$ cat src/rtl/br_pred_tables_pkg.sv
// ============================================================================
// br_pred_tables_pkg : shared table geometry, counter encodings and FSM states
// Revision: 1.0
// ============================================================================
`default_nettype none

package br_pred_tables_pkg;

  localparam int PTINDEXBITS   = 8;
  localparam int BTBINDEXBITS  = 4;
  localparam int BHRBITS       = 8;
  localparam int TAGBITS       = 26;
  localparam int INIT_CNT_BITS = 8;

  localparam logic [1:0] CTR_SNT = 2'b00;
  localparam logic [1:0] CTR_WNT = 2'b01;
  localparam logic [1:0] CTR_WT  = 2'b10;
  localparam logic [1:0] CTR_ST  = 2'b11;

  localparam logic [1:0] PT_INIT_VAL = CTR_WNT;

  typedef enum logic [0:0] {
    BP_INIT  = 1'b0,
    BP_READY = 1'b1
  } bp_state_e;

endpackage

`default_nettype wire

$ cat src/rtl/br_pred_tables_sat_ctr2.sv
// ============================================================================
// sat_ctr2 : 2-bit saturating up/down counter step (combinational)
// Revision: 1.0
// ============================================================================
`default_nettype none

module sat_ctr2
  import br_pred_tables_pkg::*;
(
  input  logic [1:0] i_ctr,
  input  logic       i_taken,
  output logic [1:0] o_ctr
);

  always_comb begin
    o_ctr = i_ctr;
    if (i_taken) begin
      if (i_ctr != CTR_ST) o_ctr = i_ctr + 2'd1;
    end else begin
      if (i_ctr != CTR_SNT) o_ctr = i_ctr - 2'd1;
    end
  end

endmodule

`default_nettype wire

$ cat src/rtl/br_pred_tables.sv
// ============================================================================
// br_pred_tables : pattern table, BTB and global history with init sweep FSM.
// Optional macro BP_STATS_EN adds saturating branch/mispredict counters.
// Revision: 1.0
// ============================================================================
`default_nettype none

module br_pred_tables #(
  parameter int PTINDEXBITS  = br_pred_tables_pkg::PTINDEXBITS,
  parameter int BTBINDEXBITS = br_pred_tables_pkg::BTBINDEXBITS,
  parameter int BHRBITS      = br_pred_tables_pkg::BHRBITS,
  parameter int TAGBITS      = br_pred_tables_pkg::TAGBITS
) (
  input  logic                    clk,
  input  logic                    reset,
  input  logic [PTINDEXBITS-1:0]  pt_rd_idx,
  input  logic [BTBINDEXBITS-1:0] btb_rd_idx,
  output logic [1:0]              rd_val_pt,
  output logic                    rd_val_btb_valid,
  output logic [TAGBITS-1:0]      rd_val_btb_tag,
  output logic [31:0]             rd_val_btb_value,
  output logic [BHRBITS-1:0]      rd_val_bhr,
  output logic                    bp_ready,
  input  logic                    upd_valid,
  input  logic                    upd_taken,
  input  logic                    upd_mispred,
  input  logic [31:0]             upd_pc,
  input  logic [31:0]             upd_target,
  input  logic [PTINDEXBITS-1:0]  upd_pt_idx,
  input  logic [BTBINDEXBITS-1:0] upd_btb_idx,
  output logic [31:0]             stat_br_cnt,
  output logic [31:0]             stat_mispred_cnt
);

  import br_pred_tables_pkg::*;

  localparam int PT_ENTRIES  = 2 ** PTINDEXBITS;
  localparam int BTB_ENTRIES = 2 ** BTBINDEXBITS;

  bp_state_e                state_q, state_d;
  logic [INIT_CNT_BITS-1:0] init_cnt_q, init_cnt_d;
  logic [BHRBITS-1:0]       bhr_q, bhr_d;

  logic [1:0]         pt_q        [PT_ENTRIES];
  logic               btb_valid_q [BTB_ENTRIES];
  logic [TAGBITS-1:0] btb_tag_q   [BTB_ENTRIES];
  logic [31:0]        btb_value_q [BTB_ENTRIES];

  logic                    pt_we;
  logic [PTINDEXBITS-1:0]  pt_waddr;
  logic [1:0]              pt_wdata;
  logic                    btb_we;
  logic                    btb_clr;
  logic [BTBINDEXBITS-1:0] btb_waddr;
  logic [1:0]              ctr_cur;
  logic [1:0]              ctr_next;
  logic                    ready;

  assign ready   = (state_q == BP_READY);
  assign ctr_cur = pt_q[upd_pt_idx];

  sat_ctr2 u_sat_ctr2 (
    .i_ctr   (ctr_cur),
    .i_taken (upd_taken),
    .o_ctr   (ctr_next)
  );

  always_comb begin
    state_d    = state_q;
    init_cnt_d = init_cnt_q;
    bhr_d      = bhr_q;
    pt_we      = 1'b0;
    pt_waddr   = upd_pt_idx;
    pt_wdata   = ctr_next;
    btb_we     = 1'b0;
    btb_clr    = 1'b0;
    btb_waddr  = upd_btb_idx;
    unique case (state_q)
      BP_INIT: begin
        // Sweep clears one PT entry per cycle; BTB valids ride along for the low indices.
        pt_we      = 1'b1;
        pt_waddr   = PTINDEXBITS'(init_cnt_q);
        pt_wdata   = PT_INIT_VAL;
        if (32'(init_cnt_q) < BTB_ENTRIES) begin
          btb_we    = 1'b1;
          btb_clr   = 1'b1;
          btb_waddr = BTBINDEXBITS'(init_cnt_q);
        end
        init_cnt_d = init_cnt_q + 1'b1;
        if (init_cnt_q == {INIT_CNT_BITS{1'b1}}) state_d = BP_READY;
      end
      BP_READY: begin
        if (upd_valid) begin
          pt_we  = 1'b1;
          bhr_d  = {bhr_q[BHRBITS-2:0], upd_taken};
          btb_we = upd_taken;
        end
      end
      default: state_d = BP_INIT;
    endcase
  end

  always_ff @(posedge clk or negedge reset) begin
    if (!reset) begin
      state_q    <= BP_INIT;
      init_cnt_q <= '0;
      bhr_q      <= '0;
    end else begin
      state_q    <= state_d;
      init_cnt_q <= init_cnt_d;
      bhr_q      <= bhr_d;
    end
  end

  // Table storage is deliberately unreset; only the INIT sweep clears it.
  always_ff @(posedge clk) begin
    if (pt_we) pt_q[pt_waddr] <= pt_wdata;
    if (btb_we) begin
      btb_valid_q[btb_waddr] <= !btb_clr;
      if (!btb_clr) begin
        btb_tag_q[btb_waddr]   <= upd_pc[31 -: TAGBITS];
        btb_value_q[btb_waddr] <= upd_target;
      end
    end
  end

  assign rd_val_pt        = ready ? pt_q[pt_rd_idx] : 2'b00;
  assign rd_val_btb_valid = ready ? btb_valid_q[btb_rd_idx] : 1'b0;
  assign rd_val_btb_tag   = btb_tag_q[btb_rd_idx];
  assign rd_val_btb_value = btb_value_q[btb_rd_idx];
  assign rd_val_bhr       = bhr_q;
  assign bp_ready         = ready;

`ifdef BP_STATS_EN
  logic [31:0] stat_br_q, stat_br_d;
  logic [31:0] stat_mis_q, stat_mis_d;

  always_comb begin
    stat_br_d  = stat_br_q;
    stat_mis_d = stat_mis_q;
    if (ready && upd_valid) begin
      if (stat_br_q != 32'hFFFF_FFFF) stat_br_d = stat_br_q + 32'd1;
      if (upd_mispred && (stat_mis_q != 32'hFFFF_FFFF)) stat_mis_d = stat_mis_q + 32'd1;
    end
  end

  always_ff @(posedge clk or negedge reset) begin
    if (!reset) begin
      stat_br_q  <= '0;
      stat_mis_q <= '0;
    end else begin
      stat_br_q  <= stat_br_d;
      stat_mis_q <= stat_mis_d;
    end
  end

  assign stat_br_cnt      = stat_br_q;
  assign stat_mispred_cnt = stat_mis_q;
`else
  logic unused_mispred;
  assign unused_mispred   = upd_mispred;
  assign stat_br_cnt      = 32'd0;
  assign stat_mispred_cnt = 32'd0;
`endif

  logic unused_pc_bits;
  assign unused_pc_bits = ^upd_pc[31-TAGBITS:0];

endmodule

`default_nettype wire

$ cat config.mk
export PLATFORM = sky130hd
export DESIGN_NAME = br_pred_tables
export DESIGN_NICKNAME = d
export VERILOG_FILES = /design/src/rtl/br_pred_tables_pkg.sv /design/src/rtl/br_pred_tables_sat_ctr2.sv /design/src/rtl/br_pred_tables.sv
export SDC_FILE = /design/constraint.sdc
export NUM_CORES = 1
export LEC_CHECK = 0
export BUFFER_PORTS_ARGS = -buffer_cell sky130_fd_sc_hd__buf_2
export CAP_MARGIN = 20
export CORE_ASPECT_RATIO = 1.4
export CORE_MARGIN = 3
export CORE_UTILIZATION = 45
export DETAILED_ROUTE_END_ITERATION = 16
export RECOVER_POWER = 25
export SLEW_MARGIN = 20
export SYNTH_ARGS = -nofsm -noshare
export SYNTH_HDL_FRONTEND = slang
export SYNTH_SLANG_ARGS = --single-unit
$ cat constraint.sdc
create_clock -name clk -period 10.1 [get_ports clk]
set_input_delay 1.515 -clock clk [delete_from_list [all_inputs] [get_ports clk]]
set_output_delay 1.515 -clock clk [all_outputs]
set_load 0.01 [all_outputs]
# Yosys cells after proc, flatten, opt, wreduce, memory -nomap -nowiden
# Memory sizes are Yosys's and may differ from the RTL's.
# Index checks and enable logic that the tools add are counted.
dict set report totals {
  input_bits 93
  regBits 17
  mem_count 4
  ram_bits 1456
}
# name words width read_ports rd_clocked_by_memory_dff wr line_no
set mem_list {}
lappend mem_list {btb_value_q 16 32 1 0 1 br_pred_tables.sv:47} ;# logic [31:0] btb_value_q [BTB_ENTRIES];
lappend mem_list {pt_q 256 2 2 0 1 br_pred_tables.sv:44} ;# logic [1:0] pt_q [PT_ENTRIES];
lappend mem_list {btb_tag_q 16 26 1 0 1 br_pred_tables.sv:46} ;# logic [TAGBITS-1:0] btb_tag_q [BTB_ENTRIES];
lappend mem_list {btb_valid_q 16 1 1 0 1 br_pred_tables.sv:45} ;# logic btb_valid_q [BTB_ENTRIES];
dict set report classes {
  n_eq_ne 2
  magnitude_cmp 1
  bitwise_logic 1
  add_sub_neg 3
  reduce_logical 3
  mux 24
}
# op count
set op_table {}
lappend op_table {{$mux W1} 14}
lappend op_table {{$mux W2} 5}
lappend op_table {{$add A8 B1 Y8 const B} 1}
lappend op_table {{$eq A8 B8 Y1 const B} 1}
lappend op_table {{$lt A8 B5 Y1 const B} 1}
lappend op_table {{$mux W4} 2}
lappend op_table {{$mux W8} 1}
lappend op_table {{$pmux W1 S2} 2}
lappend op_table {{$add A2 B1 Y2 const B} 1}
lappend op_table {{$ne A2 B2 Y1 const B} 1}
lappend op_table {{$reduce_and A2 Y1} 1}
lappend op_table {{$reduce_bool A2 Y1} 1}
lappend op_table {{$sub A2 B1 Y2 const B} 1}
lappend op_table {{$logic_not A1 Y1} 1}
lappend op_table {{$not A1 Y1} 1}

# Depth between registers and ports, before layout
# Gate-level depths: netlist (run 1).
dict set report logic_depth {
  word_depth 6
  ltp_mapped 13
}

# Cells and area by module
# Synthesis (run 1) repeated with hierarchy kept, for this count alone.
dict set report unflattened {
  cells_unflattened 3115
  area_unflattened_um2 62233.4
}
# module instances area_each_um2 cells_each
set modules_own_cells {}
lappend modules_own_cells {br_pred_tables 1 62207.2 3112}
lappend modules_own_cells {sat_ctr2 1 26.3 3}

# Least setup slack after synthesis (run 1)
# OpenSTA, ideal clock, no wires.
dict set report synth_timing {
  kind {input -> register}
  startpoint {input port upd_pt_idx[1]}
  endpoint {memory pt_q[0][0], data pin}
  arrival_ns 10.401
  setup_time_ns 1.573
  n_path_buf 3
  stages 11
  path_slack_ns -1.874
  cell_sequence {buf_4 -> buf_2 -> buf_1 -> mux4_2 -> a22o_1 -> a2111oi_0 -> o21ai_0 -> o22a_1 -> nand4_1 -> o21ai_1 -> a21oi_1}
}
dict set report synth_via {
  elab_chain_cells 5
  word_cells_on_any_way 9
}
# element line_no
set synth_rtl {}
lappend synth_rtl {{start: declaration} br_pred_tables.sv:29} ;# input logic [PTINDEXBITS-1:0] upd_pt_idx,
lappend synth_rtl {{$mem_v2 Z256 W2 (*)} -}
lappend synth_rtl {{$sub A2 B1 Y2 (tied with other cells)} br_pred_tables_sat_ctr2.sv:20} ;# if (i_ctr != CTR_SNT) o_ctr = i_ctr - 2'd1;
lappend synth_rtl {{$mux W2, on equally long branches} {br_pred_tables_sat_ctr2.sv:20, br_pred_tables_sat_ctr2.sv:18}}
lappend synth_rtl {{$mux W2 (*)} br_pred_tables_sat_ctr2.sv:17} ;# if (i_taken) begin
lappend synth_rtl {{$mux W2 (*)} br_pred_tables.sv:78} ;# unique case (state_q)
lappend synth_rtl {{via pt_wdata[0]} br_pred_tables.sv:51} ;# logic [1:0] pt_wdata;
lappend synth_rtl {{end: declaration} br_pred_tables.sv:44}
# Mark *: on every way through the listed nets, which the timed path passes. The rest lies on a longest branch.

# Worst setup path in the final report (run 1)
dict set report layout_timing {
  startpoint {input port pt_rd_idx[0]}
  endpoint {output port rd_val_pt[1]}
}
dict set report layout_via {
  elab_chain_cells 2
}
# element line_no
set layout_rtl {}
lappend layout_rtl {{start: declaration} br_pred_tables.sv:16} ;# input logic [PTINDEXBITS-1:0] pt_rd_idx,
lappend layout_rtl {{$mem_v2 Z256 W2} -}
lappend layout_rtl {{$mux W2} br_pred_tables.sv:127} ;# assign rd_val_pt = ready ? pt_q[pt_rd_idx] : 2'b00;
lappend layout_rtl {{end: declaration} br_pred_tables.sv:18} ;# output logic [1:0] rd_val_pt,
# Every way passes these cells.

==> flow_metrics.py, run 1 <==
metrics = {
    "clocking": {
        "clock_path_buffers": 3,
        "cts_resized": 0,
        "clkLatencyLatePin_ns": 0.78,
        "cts_hold_buf": 0,
        "cts_buffers": 140,
        "postCtsSetupRepairBufs": 0,
        "cts_tree": "done",
        "cts.htree.levels": 4,
        "clkSinkCount": 1473,
        "ctsRootBufferMaster": "clkbuf_16",
        "cts.clk_slew.worst_paths_ns": 0.06,
    },
    "sta": {
        "rsz0062_at_grt": "false",
        "period_minus_slack_ns": 6.781,
        "setup_violations": 0,
        "post-route-period-util": 0.6714,
        "finalClockSkew_ns": 0.02992,
        "hold_viol": 0,
        "max_freq_ghz": 0.1475,
        "tightest_slew_ns": 1.402,
        "maxSlewViolCount": 0,
        "tns_ns": 0,
        "max_slew_margin": 0.06514,
    },
    "finish": {
        "finish.utilization": 0.5062,
        "fillers": 10890,
        "finalInstanceArea_sq_um": 68910,
        "fin_nets": 3194,
        "drive_gt1_frac": 0.3038,
        "area_delta_synth_final_pct": 11.38,
    },
    "die": {
        "io_pins": 227,
        "start_util": 0.4545,
        "die_width_um": 319.4,
        "core_sq_um": 136100,
        "fp.dieArea_sq_um": 142000,
        "row_count": 160,
        "die_h_um": 444.7,
    },
    "job": {
        "drv_cap": 0,
    },
    "synth": {
        "synth_top_cell_area_share": 0.7067,
        "synth_cell_type_count": 56,
        "synth_top_cell_by_area": "edfxtp_1",
        "synth.most_common_cell": "edfxtp_1",
        "ys_warn_count": 0,
        "ys_async_sr_fraction": 0.01154,
        "synth_area_sq_um": 61870,
        "synth_edf_count": 1456,
        "synth-main-ff-cell": "edfxtp_1",
        "synth_area_leaders": "edfxtp_1, mux4_2, nor2_1",
        "synth.cells.most_frequent": "edfxtp_1, mux4_2, nor2_1",
        "syn_avg_cell_area_sq_um": 21.08,
        "seq_area_frac_synth": 0.7136,
        "syn_inst": 2935,
        "ys_ff_latch": 1473,
    },
    "grt": {
        "grt_overflow": 0,
        "grt_pass1_wl_um": 223000,
        "grt_pass1_vias": 32460,
        "grt_antenna_before_repair": 15,
        "track_usage": 0.2171,
        "grt_max_degree": 149,
    },
    "worst_setup_path": {
        "cp-end-kind": "output pin",
        "r2r_slack_ns": 5.47,
        "timing.critical_path.to": "rd_val_pt[1]",
        "startpoint_type": "primary input",
        "setup.worst_path.class": "in2out",
        "worst_r2r_startpoint": "pt_q[11][0]",
        "cp_max_fo": 74,
        "crit_start": "pt_rd_idx[0]",
        "worstPathRequired_ns": 8.59,
        "cp.arrival_ns": 5.27,
        "ff2ff_path_depth": 10,
        "reg2reg_to": "pt_q[247][0]",
    },
    "power_and_ir_drop": {
        "finalPower_uw": 12390,
        "power_density_nw_per_um2": 179.8,
        "ir_drop_mv": 0.1636,
        "internal_power_uw": 9760,
        "p_sw_uw": 2627,
        "pwr-share-comb": 0.047,
        "clkPwrFrac": 0.414,
        "power_frac_seq": 0.539,
        "p_leak_uw": 0.02026,
        "p_sw_frac": 0.2121,
    },
    "placement": {
        "gp_congestion": 0.8340,
        "dp_hpwl_um": 86280,
        "port_buffers": 155,
        "placed_area_sq_um": 64460,
    },
    "min_path": {
        "hp-class": "reg2reg",
    },
    "drt": {
        "wl_per_cell_um": 30.56,
        "vias_per_cell": 6.092,
        "drtIter0Drc": 3088,
        "drc": 0,
        "wl_um": 153100,
        "firstDrtPassIters": 5,
        "vias": 30510,
        "ant_nets": 0,
    },
    "status": {
        "status": "completed",
    },
}
stage by stage:
stage	hold slack [ns]	setup WS [ns]	cells
after detailed placement	0.5060	3.255	4740
after floorplan	0.5176	1.567	2998
final	0.5096	3.319	5008
after global routing	0.5411	3.112	5000
after global placement	0.4853	3.267	4740
after CTS	0.5204	3.261	4998
power by group through the flow:
stage               clock network (uW)  registers [uW]  logic [uW]
finish                            5130            6680         581
global route                      5480            6670         621
CTS                               5260            6670         592
detailed placement                   0            6800         591
global placement                     0            6800         577
floorplan                            0            6810         397
flip-flops by register name (all words and copies together) (netlist names):
name and cells:
init_cnt_q 8, rd_val_bhr 8, btb_value_q 512, bp_ready 1
btb_valid_q 16, pt_q 512, btb_tag_q 416
area by class of cell:
type                       instances  area [sq um]  area share
clock buffer                     178          3697     0.05366
tap                             1782          2230     0.03236
multi-input combinational       1256         16690      0.2422
clock inverter                    80         782.0     0.01135
sequential                      1473         44150      0.6407
timing repair buffer             218          1297     0.01883
antenna                           10         25.02   0.0003632
inverter                          11         41.29   0.0005992
routing by layer:
layer,part of all wire,up-vias,global-route usage
li1,-,12600,-
met1,0.36,16410,0.2645
met2,0.53,1168,0.3814
met3,0.069,318,0.04509
met4,0.036,10,0.08315
met5,0.00042,-,0
worst max-delay path: stages:
cell and delay [ns]:
clkbuf_8 0.73, buf_12 0.50, mux4_2 0.58, mux4_2 0.56, mux4_2 0.51, nor2b_1 0.15, a211oi_1 0.22, a211oi_1 0.16
buf_2 0.20
cells by family (layout without fill, tap and decap cells):
| group | count (synthesis) | after routing | synth area share |
|---|---|---|---|
| buf+inv | 269 | 487 | 0.02314 |
| xor+xnor | 7 | 7 | 0.0009910 |
| fa+ha+maj | 1 | 1 | 0.0002022 |
| compound gates | 130 | 130 | 0.01543 |
| simple gates | 421 | 421 | 0.02763 |
| flops | 1473 | 1473 | 0.7136 |
| mux | 633 | 633 | 0.2190 |
| other cells | 1 | 74 | 0.00006061 |
placed cells by master, fill, tap and decap left out, drive strengths merged, types with 8 or more instances in the layout:
cell type,netlist,layout
nand2,66,66
a221oi,8,8
inv,10,18
bufinv,0,8
buf,139,163
a22o,16,16
clkinv,1,62
nor2b,9,9
dfrtp,17,17
o221ai,18,18
a21oi,15,15
nor3,14,14
nand3,8,8
a22oi,9,9
mux2,15,15
conb,1,64
o21ai,15,15
edfxtp,1456,1456
mux2i,43,43
mux4,575,575
clkbuf,119,233
o22ai,16,16
nor2,298,298
diode,0,10
worst min path at each step:
| stage | cells past startpoint | startpoint | endpoint | slack [ns] |
|---|---|---|---|---|
| 3_5_place_dp | 1 | rd_val_bhr[7] | rd_val_bhr[7] | 0.51 |
| 2_1_floorplan | 1 | init_cnt_q[7] | init_cnt_q[7] | 0.52 |
| 4_1_cts | 1 | rd_val_bhr[7] | rd_val_bhr[7] | 0.52 |
| 3_3_place_gp | 1 | rd_val_bhr[7] | rd_val_bhr[7] | 0.49 |
| 5_1_grt | 1 | rd_val_bhr[7] | rd_val_bhr[7] | 0.54 |
| 6_report | 1 | rd_val_bhr[7] | rd_val_bhr[7] | 0.51 |
No activity file was read; power rests on OpenSTA's default activity.
==> inputs of run 2 (changes only) <==
==> constraint.sdc (replaced) <==
create_clock -name clk -period 6.65 [get_ports clk]
set_input_delay 0.9975 -clock clk [delete_from_list [all_inputs] [get_ports clk]]
set_output_delay 0.9975 -clock clk [all_outputs]
set_load 0.01 [all_outputs]
==> run 2 against run 1 <==
Clock skew is 0.0041 ns higher. Sequential share of layout area is 0.40 points lower. Power is 53% higher. Combinational power is 54% higher. Via count is 0.42% higher. Worst setup slack worse by 1.8 ns. Clock power is 55% higher. Register-to-register slack worse by 2.9 ns. Critical path depth stayed put. Cell count is 0.66% higher. Critical path type unchanged.
==> flow_metrics.py, run 2 (synthesis gave the netlist of run 1 again) <==
metrics = {
    "clocking": {
        "cts_buffers": 144,
        "cts_hold_buf": 0,
        "clkSinkCount": 1473,
        "cts_resized": 0,
        "ctsRootBufferMaster": "clkbuf_16",
        "clock_path_buffers": 3,
        "clkLatencyLatePin_ns": 0.79,
        "cts_tree": "done",
        "cts.clk_slew.worst_paths_ns": 0.06,
        "cts.htree.levels": 4,
        "postCtsSetupRepairBufs": 0,
    },
    "sta": {
        "hold_ws_ns": 0.4768,
        "hold_viol": 0,
        "post-route-period-util": 0.7787,
        "tns_ns": 0,
        "period_minus_slack_ns": 5.178,
        "rsz0062_at_grt": "false",
        "max_slew_margin": 0.1365,
        "tightest_slew_ns": 1.295,
        "maxSlewViolCount": 0,
        "setup_violations": 0,
        "finalClockSkew_ns": 0.03398,
        "max_freq_ghz": 0.1931,
    },
    "finish": {
        "reg_top3": "btb_value_q x512, pt_q x512, btb_tag_q x416",
        "final_cells": 5041,
        "mostFrequentLayoutCells": "edfxtp_1, mux4_2, nor2_1",
        "area_delta_synth_final_pct": 12.08,
        "final_common_cell": "edfxtp_1",
        "fillers": 10910,
        "multi_input_area_sq_um": 16680,
        "ff_latch_area_sq_um": 44150,
        "drive_gt1_frac": 0.3100,
        "fin_nets": 3224,
    },
    "placement": {
        "dp_hpwl_um": 91710,
        "dp_cells": 4765,
        "gp_congestion": 0.8707,
        "port_buffers": 155,
    },
    "drt": {
        "drc": 0,
        "wl_per_cell_um": 30.35,
        "vias_per_cell": 6.078,
        "vias": 30640,
        "firstDrtPassIters": 6,
        "drtIter0Drc": 3038,
        "ant_nets": 0,
        "wl_um": 153000,
    },
    "grt": {
        "grt.busiest_layer": "met2",
        "grt_pass1_vias": 32860,
        "grt_max_degree": 161,
        "grt_pass1_wl_um": 223100,
        "track_usage": 0.2172,
        "use_met2": 0.3836,
        "use_met1": 0.2606,
        "grt_overflow": 0,
        "met3_usage": 0.04487,
        "grt_antenna_before_repair": 23,
    },
    "die": {
        "fp.dieArea_sq_um": 142000,
        "core_sq_um": 136100,
        "start_util": 0.4545,
        "row_count": 160,
        "io_pins": 227,
        "die_h_um": 444.7,
        "die_width_um": 319.4,
    },
    "job": {
        "drv_cap": 0,
    },
    "status": {
        "status": "completed",
    },
    "worst_setup_path": {
        "cp.arrival_ns": 4.18,
        "cp-end-kind": "output pin",
        "setup.worst_path.class": "in2out",
        "cp_max_fo": 25,
        "startpoint_type": "primary input",
        "worstPathRequired_ns": 5.65,
    },
    "power_and_ir_drop": {
        "p_leak_uw": 0.02048,
        "power_density_nw_per_um2": 273.5,
        "ir_drop_mv": 0.2559,
        "finalPower_uw": 18970,
    },
    "min_path": {
        "hp-class": "in2async",
    },
}
==> run 2: critical path, stage by stage <==
cell,delay (ns)
clkbuf_8,0.35
buf_4,0.38
mux4_2,0.55
mux4_2,0.53
mux4_2,0.59
nor2b_1,0.17
a211oi_1,0.22
a211oi_1,0.14
buf_2,0.19
==> run 2: layer usage <==
layer,wire [um],part of all wire
met3,9888,0.065
met2,81210,0.53
met5,52,0.00034
met1,55740,0.36
met4,6110,0.040
==> run 2: path summary, 6_finish.rpt <==
| path | start | endpoint | slack (ns) | depth (start not counted) |
|---|---|---|---|---|
| setup / recovery | pt_rd_idx[0] | rd_val_pt[0] | 1.47 | 9 |
| hold / removal | reset | init_cnt_q[4] | 0.48 | 1 |
| setup reg to reg | init_cnt_q[6] | btb_value_q[11][16] | 2.58 | 9 |
| hold reg to reg | rd_val_bhr[7] | rd_val_bhr[7] | 0.51 | 1 |
| max in group asynchronous | reset | rd_val_bhr[5] | 5.38 | 1 |
| min in group clk | rd_val_bhr[7] | rd_val_bhr[7] | 0.51 | 1 |
==> run 2: stage by stage <==
step,instance area (sq um),worst slack [ns],utilization
6_report,69340,1.472,0.5094
5_1_grt,69310,1.335,0.5091
4_1_cts,69340,1.413,0.5094
3_5_place_dp,64790,1.409,0.4760
3_3_place_gp,64760,1.380,0.4757
2_1_floorplan,62130,0.5938,-
==> run 2: cell type report <==
class                           instances  share of cell area
Sequential cell                      1473              0.6367
Antenna cell                           17           0.0006135
Clock buffer                          170             0.05399
Multi-Input combinational cell       1256              0.2405
Timing Repair Buffer                  244             0.02378
Inverter                               11           0.0005955
Tap cell                             1782             0.03216
Clock inverter                         88             0.01164
==> run 2: power by group <==
group          switching (uW)  total [uW]  internal [uW]
Clock                    3460        7930           4470
Sequential                  0       10100          10100
Combinational             512         896            383
